`src/rtl/sha3_byte_packer.sv`:
```
// sha3_byte_packer
// Packs a byte stream (valid/ready/last) into the 32-bit word interface of the
// keccak core, honouring the core's buffer_full backpressure. The first byte
// of each word lands in [31:24]. After a message whose length is a multiple of
// four, an extra empty word is sent with is_last=1 and byte_num=0. The number
// of accepted bytes is counted (saturating) and reported on msg_len.
//
// Ports:
//   clk            rising-edge clock
//   reset          asynchronous, active-high; discards all state
//   s_byte/s_valid/s_last/s_ready   byte-stream input (transfer = s_valid & s_ready)
//   k_in/k_in_ready/k_is_last/k_byte_num   word to keccak (registered output slot)
//   k_buffer_full  keccak backpressure (word transfer = k_in_ready & ~k_buffer_full)
//   msg_len        bytes accepted since reset, saturating at 2^LEN_W-1
//   done           final word transferred; packer idle until reset
module sha3_byte_packer #(
  parameter int LEN_W = 16
) (
  input  logic             clk,
  input  logic             reset,
  input  logic [7:0]       s_byte,
  input  logic             s_valid,
  input  logic             s_last,
  output logic             s_ready,
  output logic [31:0]      k_in,
  output logic             k_in_ready,
  output logic             k_is_last,
  output logic [1:0]       k_byte_num,
  input  logic             k_buffer_full,
  output logic [LEN_W-1:0] msg_len,
  output logic             done
);

  // LAST_FULL is "final word not yet in the slot": it covers both the owed
  // empty terminator and a short final word that arrived while the slot was busy.
  typedef enum logic [1:0] {
    ST_COLLECT   = 2'd0,
    ST_LAST_FULL = 2'd1,
    ST_LAST_PEND = 2'd2,
    ST_DONE      = 2'd3
  } state_e;

  state_e           state_q, state_d;
  logic [23:0]      acc_q, acc_d;
  logic [1:0]       cnt_q, cnt_d;
  logic             slot_valid_q, slot_valid_d;
  logic [31:0]      slot_data_q, slot_data_d;
  logic             slot_last_q, slot_last_d;
  logic [1:0]       slot_bnum_q, slot_bnum_d;
  logic [LEN_W-1:0] msg_len_q, msg_len_d;
  logic             done_q, done_d;

  logic             s_ready_s;
  logic             accept_s;
  logic             slot_xfer_s;
  logic             slot_free_s;
  logic [31:0]      placed_s;
  logic [31:0]      word_s;

  // Handshake helpers and the word formed by merging the incoming byte.
  always_comb begin
    accept_s    = s_valid & s_ready_s;
    slot_xfer_s = slot_valid_q & ~k_buffer_full;
    slot_free_s = ~slot_valid_q | slot_xfer_s;
    // Byte at count c goes to [31-8c -: 8]; accumulator bytes beyond cnt are zero.
    placed_s    = {s_byte, 24'h000000} >> {cnt_q, 3'b000};
    word_s      = {acc_q, 8'h00} | placed_s;
  end

  // Output decode: byte-side ready depends only on registered state.
  always_comb begin
    s_ready_s = 1'b0;
    if (reset) begin
      s_ready_s = 1'b0;
    end else if (state_q == ST_COLLECT) begin
      s_ready_s = ~((cnt_q == 2'd3) & slot_valid_q);
    end else begin
      s_ready_s = 1'b0;
    end
  end

  // Next-state logic.
  always_comb begin
    state_d = state_q;
    case (state_q)
      ST_COLLECT: begin
        if (accept_s & s_last) begin
          if (cnt_q == 2'd3) begin
            state_d = ST_LAST_FULL;
          end else if (slot_free_s) begin
            state_d = ST_LAST_PEND;
          end else begin
            state_d = ST_LAST_FULL;
          end
        end else begin
          state_d = ST_COLLECT;
        end
      end
      ST_LAST_FULL: begin
        if (!slot_valid_q) begin
          state_d = ST_LAST_PEND;
        end else begin
          state_d = ST_LAST_FULL;
        end
      end
      ST_LAST_PEND: begin
        if (slot_xfer_s) begin
          state_d = ST_DONE;
        end else begin
          state_d = ST_LAST_PEND;
        end
      end
      ST_DONE: begin
        state_d = ST_DONE;
      end
      default: begin
        state_d = ST_COLLECT;
      end
    endcase
  end

  // Datapath: accumulator, output slot, length counter and done flag.
  always_comb begin
    acc_d        = acc_q;
    cnt_d        = cnt_q;
    slot_valid_d = slot_valid_q & ~slot_xfer_s;
    slot_data_d  = slot_data_q;
    slot_last_d  = slot_last_q;
    slot_bnum_d  = slot_bnum_q;
    done_d       = done_q;

    if (accept_s && (msg_len_q != {LEN_W{1'b1}})) begin
      msg_len_d = msg_len_q + {{(LEN_W-1){1'b0}}, 1'b1};
    end else begin
      msg_len_d = msg_len_q;
    end

    case (state_q)
      ST_COLLECT: begin
        if (accept_s) begin
          if (cnt_q == 2'd3) begin
            // s_ready guarantees the slot is empty here.
            slot_valid_d = 1'b1;
            slot_data_d  = word_s;
            slot_last_d  = 1'b0;
            slot_bnum_d  = 2'd0;
            acc_d        = 24'h000000;
            cnt_d        = 2'd0;
          end else if (s_last && slot_free_s) begin
            slot_valid_d = 1'b1;
            slot_data_d  = word_s;
            slot_last_d  = 1'b1;
            slot_bnum_d  = cnt_q + 2'd1;
            acc_d        = 24'h000000;
            cnt_d        = 2'd0;
          end else begin
            // Also parks a short final word while the slot is still busy;
            // LAST_FULL then emits it from the accumulator.
            acc_d = word_s[31:8];
            cnt_d = cnt_q + 2'd1;
          end
        end else begin
          acc_d = acc_q;
        end
      end
      ST_LAST_FULL: begin
        if (!slot_valid_q) begin
          // acc/cnt are zero after a full final word, giving the empty terminator.
          slot_valid_d = 1'b1;
          slot_data_d  = {acc_q, 8'h00};
          slot_last_d  = 1'b1;
          slot_bnum_d  = cnt_q;
          acc_d        = 24'h000000;
          cnt_d        = 2'd0;
        end else begin
          acc_d = acc_q;
        end
      end
      ST_LAST_PEND: begin
        if (slot_xfer_s) begin
          done_d = 1'b1;
        end else begin
          done_d = done_q;
        end
      end
      ST_DONE: begin
        done_d = 1'b1;
      end
      default: begin
        done_d = done_q;
      end
    endcase
  end

  // State and datapath registers with asynchronous clear.
  always_ff @(posedge clk or posedge reset) begin
    if (reset) begin
      state_q      <= ST_COLLECT;
      acc_q        <= 24'h000000;
      cnt_q        <= 2'd0;
      slot_valid_q <= 1'b0;
      slot_data_q  <= 32'h00000000;
      slot_last_q  <= 1'b0;
      slot_bnum_q  <= 2'd0;
      msg_len_q    <= {LEN_W{1'b0}};
      done_q       <= 1'b0;
    end else begin
      state_q      <= state_d;
      acc_q        <= acc_d;
      cnt_q        <= cnt_d;
      slot_valid_q <= slot_valid_d;
      slot_data_q  <= slot_data_d;
      slot_last_q  <= slot_last_d;
      slot_bnum_q  <= slot_bnum_d;
      msg_len_q    <= msg_len_d;
      done_q       <= done_d;
    end
  end

  assign s_ready    = s_ready_s;
  assign k_in       = slot_data_q;
  assign k_in_ready = slot_valid_q;
  assign k_is_last  = slot_last_q;
  assign k_byte_num = slot_bnum_q;
  assign msg_len    = msg_len_q;
  assign done       = done_q;

endmodule

```
`config.mk`:
```
export PLATFORM = sky130hd
export DESIGN_NAME = sha3_byte_packer
export DESIGN_NICKNAME = d
export VERILOG_FILES = /design/src/rtl/sha3_byte_packer.sv
export SDC_FILE = /design/constraint.sdc
export NUM_CORES = 1
export LEC_CHECK = 0
export ABC_CLOCK_PERIOD_IN_PS = 3700
export CAP_MARGIN = 0
export CORE_MARGIN = 3
export CORE_UTILIZATION = 52
export CTS_CLUSTER_DIAMETER = 100
export DETAILED_ROUTE_END_ITERATION = 8
export HOLD_SLACK_MARGIN = 0.1
export PLACE_DENSITY_LB_ADDON = 0.3
export SLEW_MARGIN = 5
export SYNTH_ARGS = -nofsm -noshare
export SYNTH_HDL_FRONTEND = slang
export SYNTH_SLANG_ARGS = --single-unit
```
`constraint.sdc`:
```
create_clock -name clk -period 3.7 [get_ports clk]
set_input_delay 0.74 -clock clk [delete_from_list [all_inputs] [get_ports clk]]
set_output_delay 0.74 -clock clk [all_outputs]
set_load 0.01 [all_outputs]
```
==> impl_metrics.py <==
metrics = {
    "clocking": {
        "number_of_cts_inserted_buffers": 9,
        "number_of_h_tree_branching_levels": 3,
        "cts_root_buffer": "sky130_fd_sc_hd__clkbuf_8",
        "cts_sinks": 81,
        "cts_hold_repair.buffers": 0,
        "clk_latency_ns": 0.36,
        "cts_max_path_buffers": 2,
        "clk_pin_slew_ns": 0.09,
        "tritoncts": "done",
        "post_cts_resize_count": 0,
        "post_cts.repair.setup_buffers": 0,
    },
    "layout": {
        "syn2layout_area_growth_pct": 25.8,
        "nFillCells": 482,
        "design.final.nets": 430,
        "drive_gt1_frac": 0.0762,
        "num_antenna_cells": 0,
    },
    "yosys": {
        "post_synth_top_area_cell": "sky130_fd_sc_hd__dfrtp_1",
        "synth_cell_types": 38,
        "synth_cells": 347,
        "synth.top_cells.by_area": "sky130_fd_sc_hd__dfrtp_1 56%, sky130_fd_sc_hd__mux2i_1 9.4%, sky130_fd_sc_hd__a21oi_1 4.7%, sky130_fd_sc_hd__inv_1 4.1%, sky130_fd_sc_hd__nor2_1 3.4%",
        "ys_warn_count": 0,
        "yosys_register_bits": 81,
        "avgSynthCellArea_um2": 10.4,
        "post-synth-top-area-fraction": 0.560,
        "netlist_area_mm2": 0.00362,
        "seq_total_area_yosys": 0.560,
        "synthesis.nets": 362,
    },
    "sta": {
        "relSlewSlack": 0.325,
        "setup_ws_ns": 0.743,
        "period_minus_slack_ns": 2.96,
        "final-max-slew-violation-count": 0,
        "final_hold_viol_count": 0,
        "grt_setup_unrepaired": "false",
        "clock_skew_ns": 0.00776,
        "finalSetupTns_ns": 0,
        "min_period_over_period": 0.799,
        "worst_pin_slew_ns": 1.00,
        "fin_hold_ws_ns": 0.485,
        "count_of_endpoints_failing_setup_in_the_final_report": 0,
        "maxClockFrequency_ghz": 0.338,
    },
    "placed_design": {
        "place.port_buffers": 66,
        "worst_setup_slack_after_placement_ns": 0.726,
        "dp.final_hpwl_um": 5370,
        "gp_congestion": 0.794,
    },
    "setup_path": {
        "worstPathArrival_ns": 2.22,
        "path_depth": 4,
        "regToRegStartpoint": "cnt_q[0]",
        "reg2reg_slack_ns": 1.13,
        "crit_path_end": "s_ready",
        "critical_path.n_buffers_inverters": 1,
        "reg2regPathDepth": 7,
        "critical_path.cell_chain": "ha_1 > a211o_1 > nor2_1 > clkdlybuf4s50_1",
        "critPathCaptureType": "output pin",
        "crit_family": "buffers and inverters",
        "critPathMaxStageDelay_ns": 0.55,
        "cp.required_ns": 2.96,
        "crit_type": "reg2out",
        "worst_r2r_endpoint": "k_in[23]",
        "type_of_origin_of_the_critical_path": "flop",
        "critical_path.startpoint": "cnt_q[0]",
        "cp_max_fo": 11,
        "critical-path-slowest-cell": "sky130_fd_sc_hd__clkdlybuf4s50_1",
    },
    "power_and_ir_drop": {
        "comb_power_share": 0.046,
        "netSwitchingFraction": 0.251,
        "finalPower_mw": 1.58,
        "static-leakage-power_nw": 1.95,
        "worst_vdd_ir_mv": 0.253,
        "p_seq_frac": 0.565,
        "clock_power_share": 0.390,
        "power_density_mw_per_mm2": 348,
        "p_int_mw": 1.18,
        "switchingPower_mw": 0.397,
    },
    "hold_path": {
        "holdPathStages": 1,
        "hold_class": "reg2reg",
    },
    "detailed_routing": {
        "drc_errors": 0,
        "detailedRoute.firstIterationViolations": 280,
        "detailedRoute.firstPassIterationCount": 4,
        "total_via_count_after_detailed_routing": 2786,
        "drt_wl_total_um": 7980,
        "mean_routed_wirelength_per_cell_um": 16.1,
        "route.detailed.vias_per_inst": 5.61,
        "ant_nets": 0,
    },
    "global_routing": {
        "antenna_found_initial": 0,
        "grt_util_all_layers": 0.216,
        "grt_pass1_wl_um": 13200,
        "global_route.overflow_total": 0,
        "maximum_number_of_pins_on_one_net_before_global_route_repair": 47,
        "grt_pass1_vias": 2729,
    },
    "floorplanning": {
        "floorplan.die.height_um": 89.4,
        "die_footprint_mm2": 0.00800,
        "floorplan.initialDensity": 0.554,
        "placementRows": 29,
        "ios": 67,
        "core_area_mm2": 0.00653,
        "die_w_um": 89.4,
    },
    "outcome": {
        "outcome": "finished clean",
    },
    "job": {
        "drv.max_cap_violation_count": 0,
    },
}
metrics by stage:
stage	instance area, um2	util	instances
floorplan	3620	-	347
global placement	4360	0.668	481
detailed placement	4360	0.668	481
CTS	4550	0.697	497
global route	4550	0.697	497
finish	4550	0.697	497
power by group through the flow:
stage,registers (mW),logic [mW],clock network (mW)
2_1_floorplan,0.910,0.0320,0
3_3_place_gp,0.910,0.0717,0
3_5_place_dp,0.911,0.0724,0
4_1_cts,0.893,0.0730,0.625
5_1_grt,0.894,0.0797,0.658
6_report,0.893,0.0720,0.617
worst reg2reg max path, stage by stage (launching register included):
cell and delay (ns):
sky130_fd_sc_hd__dfrtp_1 0.50, sky130_fd_sc_hd__ha_1 0.36, sky130_fd_sc_hd__o21a_1 0.25, sky130_fd_sc_hd__a211oi_2 0.19, sky130_fd_sc_hd__buf_4 0.26, sky130_fd_sc_hd__a21boi_4 0.24
sky130_fd_sc_hd__buf_4 0.43, sky130_fd_sc_hd__mux2i_1 0.26
layout make-up:
| cell class | instances | area, um2 | area share |
|---|---|---|---|
| Tap cell | 77 | 96.3 | 0.0212 |
| Clock inverter | 6 | 50.0 | 0.0110 |
| Inverter | 40 | 151 | 0.0333 |
| Sequential cell | 81 | 2030 | 0.445 |
| Timing Repair Buffer | 72 | 706 | 0.155 |
| Clock buffer | 10 | 138 | 0.0302 |
| Multi-Input combinational cell | 211 | 1380 | 0.304 |
registers in the layout, indices dropped and copies added, names as in the netlist:
name and flops:
k_byte_num 2, done 1, state_q 2, msg_len 16, k_in_ready 1, acc_q 24
cnt_q 2, k_in 32, k_is_last 1
cells in the final DEF, fill, tap and decap left out, types with 3 or more instances in the layout:
cell | Yosys | layout
sky130_fd_sc_hd__nor4_1 | 6 | 6
sky130_fd_sc_hd__nor3_1 | 7 | 7
sky130_fd_sc_hd__buf_4 | 0 | 6
sky130_fd_sc_hd__nor2b_1 | 3 | 3
sky130_fd_sc_hd__dfrtp_1 | 81 | 81
sky130_fd_sc_hd__a21oi_1 | 34 | 34
sky130_fd_sc_hd__nand2b_1 | 3 | 3
sky130_fd_sc_hd__clkbuf_8 | 0 | 10
sky130_fd_sc_hd__nand4_1 | 4 | 4
sky130_fd_sc_hd__xor2_1 | 12 | 12
sky130_fd_sc_hd__nand2_1 | 16 | 16
sky130_fd_sc_hd__a31oi_1 | 17 | 17
sky130_fd_sc_hd__o21ai_0 | 7 | 7
sky130_fd_sc_hd__inv_1 | 40 | 39
sky130_fd_sc_hd__inv_6 | 0 | 3
sky130_fd_sc_hd__nand3_1 | 6 | 6
sky130_fd_sc_hd__clkdlybuf4s50_1 | 0 | 66
sky130_fd_sc_hd__mux2i_1 | 34 | 34
sky130_fd_sc_hd__nor2_1 | 33 | 33
how the worst min path moves through the flow:
| stage | from | endpoint | slack (ns) |
|---|---|---|---|
| 3_3_place_gp | done | done | 0.44 |
| 5_1_grt | done | done | 0.49 |
| 2_1_floorplan | acc_q[10] | acc_q[10] | 0.46 |
| 3_5_place_dp | done | done | 0.45 |
| 4_1_cts | done | done | 0.48 |
| 6_report | done | done | 0.49 |
layer usage:
metal	track usage	vias up	wire length, um	part of all wire
met3	0.0479	9	405	0.051
li1	-	1322	-	-
met1	0.310	1370	3660	0.46
met5	0	-	0	0
met4	0.0758	0	116	0.015
met2	0.325	85	3790	0.48
cells in the mapped netlist, drive strengths merged:
cell type   n
dfrtp      81
inv        40
a21oi      34
mux2i      34
nor2       33
a31oi      17
nand2      16
xor2       12
buf        11
nor4        8
nor3        7
o21ai       7
nand3       6
clkbuf      4
nand4       4
nand2b      3
nor2b       3
a211oi      2
a21o        2
and3        2
ha          2
mux2        2
nor3b       2
nor4b       2
o21a        2
xnor2       2
a2111oi     1
a211o       1
a21boi      1
o211ai      1
o221ai      1
o32ai       1
or2         1
or4         1
or4b        1
cell families (layout without fill, tap and decap cells):
family / after synthesis / count (layout) / synth area share
fa+ha+maj: 2 / 2 / 0.00691
mux: 36 / 36 / 0.100
buf+inv: 55 / 128 / 0.0622
xor+xnor: 14 / 14 / 0.0339
compound gates: 70 / 70 / 0.114
simple gates: 89 / 89 / 0.122
flops: 81 / 81 / 0.560
Note: power is estimated with default switching activity, not from simulation.
